### src/rtl/gpio_capture.sv
// GPIO input capture: synchronize, debounce, flag enabled edges into sticky W1C bits, level irq.
// Reads return registered data one cycle after rd_en; no backpressure, every access completes in one cycle.
module gpio_capture #(
  parameter int WIDTH           = 8,
  parameter int SYNC_STAGES     = 2,
  parameter int DEBOUNCE_CYCLES = 4
) (
  input  logic             clk,
  input  logic             rst,
  input  logic [WIDTH-1:0] gpio_i,
  input  logic [1:0]       addr,
  input  logic             wr_en,
  input  logic [31:0]      wdata,
  input  logic             rd_en,
  output logic [31:0]      rdata,
  output logic             irq
);

  localparam int CW = $clog2(DEBOUNCE_CYCLES) + 1;
  localparam logic [CW-1:0] CNT_MAX = CW'(DEBOUNCE_CYCLES - 1);

  logic [SYNC_STAGES-1:0][WIDTH-1:0] r_sync;
  logic [WIDTH-1:0][CW-1:0]          r_cnt;
  logic [WIDTH-1:0]                  r_stable;
  logic [WIDTH-1:0]                  r_edge;
  logic [WIDTH-1:0]                  r_mask;
  logic [WIDTH-1:0]                  r_rise;
  logic [WIDTH-1:0]                  r_fall;
  logic [31:0]                       r_rdata;

  logic [WIDTH-1:0] w_sync;
  logic [WIDTH-1:0] w_accept;
  logic [WIDTH-1:0] w_stable_nxt;
  logic [WIDTH-1:0] w_set;
  logic [WIDTH-1:0] w_clr;
  logic [31:0]      w_rd_sel;
  logic             w_unused_wdata;

  assign w_sync         = r_sync[SYNC_STAGES-1];
  assign w_unused_wdata = &{1'b0, wdata};

  always_comb begin
    w_accept = '0;
    for (int i = 0; i < WIDTH; i++) begin
      w_accept[i] = (w_sync[i] != r_stable[i]) && (r_cnt[i] == CNT_MAX);
    end
    w_stable_nxt = r_stable ^ w_accept;
    w_set        = w_accept & ((w_stable_nxt & r_rise) | (~w_stable_nxt & r_fall));
    w_clr        = (wr_en && (addr == 2'd1)) ? wdata[WIDTH-1:0] : '0;
  end

  always_comb begin
    w_rd_sel = '0;
    case (addr)
      2'd0: w_rd_sel[WIDTH-1:0] = r_stable;
      2'd1: w_rd_sel[WIDTH-1:0] = r_edge;
      2'd2: w_rd_sel[WIDTH-1:0] = r_mask;
      default: begin
        w_rd_sel[WIDTH-1:0]   = r_rise;
        w_rd_sel[WIDTH+15:16] = r_fall;
      end
    endcase
  end

  always_ff @(posedge clk or negedge rst) begin
    if (!rst) begin
      r_sync   <= '0;
      r_cnt    <= '0;
      r_stable <= '0;
    end else begin
      if (SYNC_STAGES > 1) begin
        r_sync <= {r_sync[SYNC_STAGES-2:0], gpio_i};
      end
      for (int i = 0; i < WIDTH; i++) begin
        // Any agreement with the stable level restarts the run of differing cycles.
        if ((w_sync[i] == r_stable[i]) || w_accept[i]) begin
          r_cnt[i] <= '0;
        end else begin
          r_cnt[i] <= r_cnt[i] + CW'(1);
        end
      end
      r_stable <= w_stable_nxt;
    end
  end

  always_ff @(posedge clk or negedge rst) begin
    if (!rst) begin
      r_edge  <= '0;
      r_mask  <= '0;
      r_rise  <= '0;
      r_fall  <= '0;
      r_rdata <= '0;
    end else begin
      // A new edge in the same cycle as its clear keeps the flag.
      r_edge <= (r_edge & ~w_clr) | w_set;
      if (wr_en && (addr == 2'd2)) begin
        r_mask <= wdata[WIDTH-1:0];
      end
      if (wr_en && (addr == 2'd3)) begin
        r_rise <= wdata[WIDTH-1:0];
        r_fall <= wdata[WIDTH+15:16];
      end
      if (rd_en) begin
        r_rdata <= w_rd_sel;
      end
    end
  end

  assign rdata = r_rdata;
  assign irq   = |(r_edge & r_mask);

endmodule

### config.mk
export PLATFORM = sky130hd
export DESIGN_NAME = gpio_capture
export DESIGN_NICKNAME = d
export VERILOG_FILES = /design/src/rtl/gpio_capture.sv
export SDC_FILE = /design/constraint.sdc
export NUM_CORES = 1
export LEC_CHECK = 0
export ABC_AREA = 0
export BUFFER_PORTS_ARGS = -buffer_cell sky130_fd_sc_hd__buf_4
export CAP_MARGIN = 25
export CORE_UTILIZATION = 49
export CTS_CLUSTER_SIZE = 40
export DETAILED_ROUTE_END_ITERATION = 8
export MAX_ROUTING_LAYER = met4
export PLACE_DENSITY = 0.81
export SLEW_MARGIN = 40
export SYNTH_ARGS = -nofsm -noshare
export SYNTH_HDL_FRONTEND = slang
export SYNTH_SLANG_ARGS = --single-unit
### constraint.sdc
create_clock -name clk -period 2.1 [get_ports clk]
set_input_delay 0.21 -clock clk [delete_from_list [all_inputs] [get_ports clk]]
set_output_delay 0.21 -clock clk [all_outputs]
set_load 0.05 [all_outputs]
### After elaboration in Yosys (flattened, before gate mapping)

Index checks and enable logic that the tools add are counted.

| operators by class | value |
|---|---|
| add/sub/neg operators | 8 |
| equality and inequality tests | 27 |
| mux-type cells | 11 |
| bitwise operators | 10 |
| reductions and logical operators | 22 |

Operators with widths:

| cell | number |
|---|---|
| $and A8 B8 Y8 | 5 |
| $add A3 B1 Y3 const B | 8 |
| $eq A3 B2 Y1 const B | 8 |
| $mux W3 | 8 |
| $pmux W8 S3 | 1 |
| $mux W8 | 2 |
| $not A8 Y8 | 2 |
| $or A8 B8 Y8 | 2 |
| $logic_and A1 B1 Y1 | 11 |
| $eq A1 B1 Y1 | 8 |
| $logic_or A1 B1 Y1 | 8 |
| $ne A1 B1 Y1 | 8 |
| $reduce_or A8 Y1 | 1 |
| $xor A8 B8 Y8 | 1 |
| $eq A2 B2 Y1 const B | 2 |
| $reduce_or A3 Y1 | 1 |
| $eq A2 B1 Y1 const B | 1 |
| $logic_not A2 Y1 | 1 |

| storage, ports and cells | value |
|---|---|
| register bits after elaboration | 96 |

### Logic depth before layout (Yosys ltp)

Gate-level depths: netlist of the first run.

| depth | value |
|---|---|
| depth after elaboration | 8 |
| gate-level depth with buffers | 5 |

### Least setup slack after synthesis of the first run

No wires, ideal clock.

| timing path | value |
|---|---|
| path kind | reg-to-output |
| from | register r_mask[4] |
| to | output irq |
| data arrival time | 1.038 ns |
| required time | 1.890 ns |
| path slack | 0.852 ns |
| stages on the path, launching flop included | 3 |
| path buffers | 0 |
| cell sequence | dfrtp_1 -> a22oi_1 -> nand4_1 |

| between the ends | value |
|---|---|
| cells in the longest elaborated chain, start to end | 2 |

RTL lines:

| element | line | RTL |
|---|---|---|
| start: declaration | 26 | `logic [WIDTH-1:0] r_mask;` |
| start signal: assignment | 97 | `r_mask <= wdata[WIDTH-1:0];` |
| $and A8 B8 Y8 | 110 | `assign irq = \|(r_edge & r_mask);` |
| $reduce_or A8 Y1 | 110 |  |
| end: declaration | 16 | `output logic irq` |

Every way passes these cells.

### Worst setup path in the final report of the first run

| timing path | value |
|---|---|
| from | register r_edge[0] |
| to | output irq |

| between the ends | value |
|---|---|
| cells in the longest elaborated chain, start to end | 2 |

RTL lines:

| element | line | RTL |
|---|---|---|
| start: declaration | 25 | `logic [WIDTH-1:0] r_edge;` |
| start signal: assignment | 95 | `r_edge <= (r_edge & ~w_clr) \| w_set;` |
| $and A8 B8 Y8 | 110 |  |
| $reduce_or A8 Y1 | 110 |  |

Every way passes these cells.

==> results.md, run 1 <==
* CP peak stage delay at 420 ps
* Area of the core at 8260 sq um
* Synth Area in Compound Gates at 6.20%
* Syn. warnings at 0
* Largest net degree at the start of global routing at 56
* Initial Util at 50.8%
* Sink Count at 96
* GRT Total Usage at 19.2%
* Vias in the first global route at 2526
* Rel. slew slack at 51.8%
* CTS tree: yes
* Syn_area_per_cell at 12.3 sq um
* CP Cell Sequence: a22oi_1 -> nand4_1 -> buf_4
* Hold Path Cell Cnt at 2
* Placer Congestion at 0.778
* Clock skew at 11.6 ps
* Die area at 8940 sq um
* Final worst slack at 505 ps
* R2r setup slk at 900 ps
* Remaining antenna violation count after routing at 0
* First-pass GRT wire length at 12.4 mm
* Dpl hpwl at 5.16 mm
* Unrepaired setup endpoints after global routing: no
* Synth area leaders: dfrtp_1 57%, mux2_2 7.8%, ha_1 4.8%, mux2_4 3.9%, nand2_1 3.0%
* Total power at 5.45 mW
* WHS Endpoint: r_fall[5]
* Worst-path fanout max at 3
* RR Endpoint: r_stable[5]
* Max rail drop VDD at 458 uV
* Post-Synth XOR/XNOR Area at 1.67%
* Status: finished, final reports clean
* Synth Area in Simple Gates at 9.22%
* Largest family of logic cells by synthesized area: multiplexers
* Synth cell types at 26
* Grt total ovfl at 0
* Reg2reg start: r_cnt[15]
* Yosys reg bits at 96
* Drt pass-1 iters at 4
* CTS Root Cell: clkbuf_8
* Ys async rst share at 100%
* Total negative slack at 0 ps
* Final setup viols at 0
* Width of the chip at 94.5 um
* Max Fclk at 0.627 GHz
* Top_reg_cell synth: dfrtp_1
* Arr. time, crit path at 1390 ps
* Critical-path top delay cell: dfrtp_1
* # diodes at 0
* Min-delay worst type: input pin to flip-flop
* Bufs on Longest Clock Path at 2
* Clock transition at path regs at 100 ps
* Post-synth EDFFs at 0
* Cell Rows at 33
* Initial antenna violation count at 0
* Placement Setup Slack at 645 ps
* Mux cell area share after synthesis at 13.6%
* Required @ worst endpoint at 1890 ps
* Drt total wl at 7.47 mm
* Post-layout min period at 1600 ps
* Synth top area share at 57.3%
* Area delta synth->final at 16.1%
* DIE HEIGHT at 94.5 um
* FF-to-FF path depth at 3
* Top Ports at 79
* First-iteration detailed-routing DRC count at 131
* Critical path launch point type: flip-flop
* Max-slew violation count at 0
* DRC at 0
* Final Cycle Share at 76.0%
* Leakage at 2.38 nW
* Yosys top cell by area: dfrtp_1
* Final non-filler cell area at 4870 sq um
* Area after DPL at 4570 sq um
* Power per cell area at 1120 nW/um^2
* Worst setup path class: flip-flop to output pin
* Crit. End Element: output pin
* Sequential share of the synthesized area at 57.3%
* Slew @ Worst Pin at 722 ps
* Netlist Area Pre-Place at 4200 sq um
* Fin. Hold Viols at 0
* Most common cell in the netlist: dfrtp_1
* Synth Area in Adders at 4.77%
* I/O Buffers at 46
* Final Hold Slack at 57.6 ps
* Synth top cells by count: 96 x dfrtp_1, 34 x nand2_1, 32 x inv_1
* Synthesized instance count at 341
* DR vias/cell at 5.09
* Hold wc startpoint: wdata[21]
* Clk_lat worst skew at 380 ps
* Wire per inst at 14.7 um
* Via count at 2585
* H-tree depth at 3
* TritonCTS buffer count at 9
* Fraction of layout cells with a size suffix above 1 at 26.1%
* Max cap viols at 0
* Layout Nets at 460
-- layer usage --
| layer | GRT usage, % | share of wire, % |
|---|---|---|
| met4 | 9.34 | 1.8 |
| met5 | - | 0 |
| met1 | 24.5 | 45 |
| met3 | 2.82 | 3.8 |
| met2 | 30.3 | 49 |
-- layout make-up --
class | count | area [sq um]
Clock buffer | 9 | 124
Clock inverter | 7 | 87.6
Fill cell | 658 | 3390
Inverter | 32 | 120
Multi-Input combinational cell | 203 | 1550
Sequential cell | 96 | 2400
Tap cell | 105 | 131
Timing Repair Buffer | 56 | 455
-- through the flow --
stage / util [%] / std cells
floorplan: - / 356
global placement: 55.3 / 483
detailed placement: 55.3 / 483
CTS: 59.0 / 508
global route: 59.0 / 508
finish: 59.0 / 508
-- cell usage in the layout (no fill, tap or decap), types with 9 or more instances in the layout --
cell type       n
conb_1         16
mux2_2         29
nand2_1        34
dfrtp_1        96
dlygate4sd3_1   9
clkbuf_8        9
mux2_4         11
buf_4          46
inv_1          32
nor2_1         24
ha_1           16
-- worst max-delay path, delay by kind of cell (launching register included) --
kind	cells	cell delay (ps)
AOI/OAI and AO/OA	1	240
buffers and inverters	1	220
DFF	1	420
and+or+nand+nor	1	140
-- registers in the layout, indices dropped and copies added (netlist names) --
register	count
r_cnt	24
r_edge	8
r_fall	8
r_mask	8
r_rise	8
r_stable	8
r_sync	8
rdata	16
w_sync	8
-- cells by family (layout without fill, tap and decap cells) --
group | Yosys count | count (layout)
compound gates | 36 | 36
fa+ha+maj | 16 | 16
other cells | 1 | 16
buf+inv | 57 | 104
mux | 48 | 48
flops | 96 | 96
xor+xnor | 8 | 8
simple gates | 79 | 79
-- worst max-delay path by stage --
stage                 to  depth (start not counted)  startpoint
3_5_place_dp   r_edge[5]                          4     addr[0]
5_1_grt              irq                          3   r_mask[6]
3_3_place_gp   r_edge[6]                          4     addr[0]
2_1_floorplan        irq                          2   r_mask[4]
4_1_cts              irq                          3   r_edge[0]
6_report             irq                          3   r_edge[0]
-- report_power, final --
group,internal [mW],total [mW],switching (mW)
clock,0.577,1.27,0.691
sequential,2.30,2.64,0.347
combinational,0.692,1.54,0.852
total,3.56,5.45,1.89
-- timing repair --
| action | CTS | global route |
|---|---|---|
| setup buffers | 0 | 0 |
| resized for setup | 0 | 0 |
| hold buffers | 9 | 0 |
| hold endpoints to repair | 49 | 0 |
Note: power is estimated with default switching activity, not from simulation.
==> run 2, diff against run 1 <==
==> constraint.sdc (replaced) <==
create_clock -name clk -period 1.5 [get_ports clk]
set_input_delay 0.15 -clock clk [delete_from_list [all_inputs] [get_ports clk]]
set_output_delay 0.15 -clock clk [all_outputs]
set_load 0.05 [all_outputs]
==> run 2 against run 1 <==
Compared with the run above:
- routed wire length about the same
- critical path depth unchanged
- clock skew decreased by 2.8 ps
- non-clock buffer count increased by 10
- die area unchanged
- sequential power increased by 41%
- cell area increased by 2.0%
- worst setup slack got worse by 490 ps
- via count increased by 2.3%
- clock power increased by 34%
- core utilization increased by 1.2 points
- critical path type unchanged
- critical endpoint unchanged
- highest routed layer unchanged
==> results.md, run 2 (synthesis gave the netlist of run 1 again) <==
* Layout Nets at 470
* GRT Total Usage at 19.1%
* Max reg flops at 24
* Post-layout min period at 1480 ps
* DR vias/cell at 5.10
* Bufs on Longest Clock Path at 2
* Via count at 2644
* FF-to-FF path depth at 3
* Final setup viols at 0
* Total negative slack at 0 ps
* Vias in the first global route at 2561
* Crit. End Element: output pin
* Fillers at 646
* Sink Count at 96
* I/O Buffers at 46
* Placer Congestion at 0.757
* Max Fclk at 0.675 GHz
* First-pass GRT wire length at 12.5 mm
* Largest net degree at the start of global routing at 43
* Status: finished, final reports clean
* Area of the core at 8260 sq um
* TritonCTS buffer count at 9
* Fin. Hold Viols at 0
* Initial Util at 50.8%
* Reg2reg start: r_cnt[15]
* H-tree depth at 3
* Unrepaired setup endpoints after global routing: yes
* Area delta synth->final at 18.4%
* Clock skew at 8.80 ps
* Cell Rows at 33
* RR Endpoint: r_stable[5]
* Max cap viols at 0
* Power per cell area at 1540 nW/um^2
* Required @ worst endpoint at 1350 ps
* Wire per inst at 14.4 um
* Multi-input logic area at 1560 sq um
* Leakage at 2.43 nW
* Clock transition at path regs at 90 ps
* Hold wc startpoint: wdata[18]
* Arr. time, crit path at 1330 ps
* Remaining antenna violation count after routing at 0
* Hold Path Cell Cnt at 2
* Drt pass-1 iters at 4
* Drt total wl at 7.47 mm
* # diodes at 0
* Most common cell after layout, fill and taps aside: dfrtp_1
* Worst-path fanout max at 2
* Worst setup path class: flip-flop to output pin
* Initial antenna violation count at 0
* Clk_lat worst skew at 350 ps
* Post-Place Cells at 489
* First-iteration detailed-routing DRC count at 123
* DIE HEIGHT at 94.5 um
* DRC at 0
* Largest Register: r_cnt
* R2r setup slk at 310 ps
* Grt total ovfl at 0
* CTS Root Cell: clkbuf_8
* Die area at 8940 sq um
* Top Ports at 79
* Final Hold Slack at 25.6 ps
* Final std cells w/o fill at 518
* Max rail drop VDD at 647 uV
* Critical path launch point type: flip-flop
* Commonest non-fill, non-tap cells in the layout: 96 x dfrtp_1, 54 x buf_4, 34 x nand2_1
* CTS tree: yes
* WHS Endpoint: r_fall[2]
* Final Cycle Share at 98.7%
* Width of the chip at 94.5 um
* Fraction of layout cells with a size suffix above 1 at 28.3%
* Reg area at 2400 sq um
* Max-slew violation count at 0
* Min-delay worst type: input pin to flip-flop
* Dpl hpwl at 5.29 mm
-- run 2: cell types whose count changed in the layout (fill, tap and decap cells not counted), sizes merged --
cell / delta
buf: +10
clkbuf: +1
clkinv: +1
clkinvlp: +1
inv: -3
-- run 2: layout make-up --
class                   instances  area share, %
flip-flops and latches         96           48.4
multi-input cells             203           31.4
repair buffers                 66           11.0
clock buffers                  10           2.77
well taps                     105           2.65
inverters                      32           2.42
clock inverters                 6           1.39
-- run 2: how the worst max path moves through the flow --
stage | start | end
6_report | r_mask[0] | irq
3_5_place_dp | addr[0] | rdata[4]
5_1_grt | r_mask[0] | irq
2_1_floorplan | r_mask[4] | irq
3_3_place_gp | r_cnt[15] | r_stable[5]
4_1_cts | r_edge[6] | irq
-- run 2: per-layer routing --
metal | share of wire, % | vias to the layer above | track usage (%)
met5 | 0 | - | -
met4 | 1.5 | 0 | 8.08
met3 | 3.9 | 10 | 2.98
met2 | 50 | 64 | 31.0
met1 | 44 | 1318 | 24.0
li1 | - | 1252 | -
-- run 2: report_power, final --
group	switching (mW)	internal [mW]	total [mW]	leakage, nW
combinational	1.22	1.03	2.25	1.13
clock	0.881	0.822	1.70	0.102
sequential	0.495	3.21	3.71	1.20
total	2.59	5.07	7.66	2.43
-- run 2: repair_timing --
action                                 CTS  global route
resized for setup                        3             0
setup endpoints to repair                1             1
pin swaps                                1             1
setup buffers                            3             1
cloned                                   0             0
hold buffers                             9             0
endpoints found under the hold margin  104             0
-- run 2: worst max-delay path, cell delays in order, from the launching register on --
cell     delay (ps)
dfrtp_1         410
a22oi_2         200
nand4_1         170
buf_6           190
-- run 2: through the flow --
step	utilization [%]	cell area, sq um	power [mW]	setup slack, ps
after floorplan	-	4250	5.30	312
after global placement	56.0	4630	5.80	337
after detailed placement	56.0	4630	5.95	312
after CTS	60.0	4960	7.73	-0.0183
after global routing	60.1	4970	8.16	-17.6
final	60.1	4970	7.66	19.0
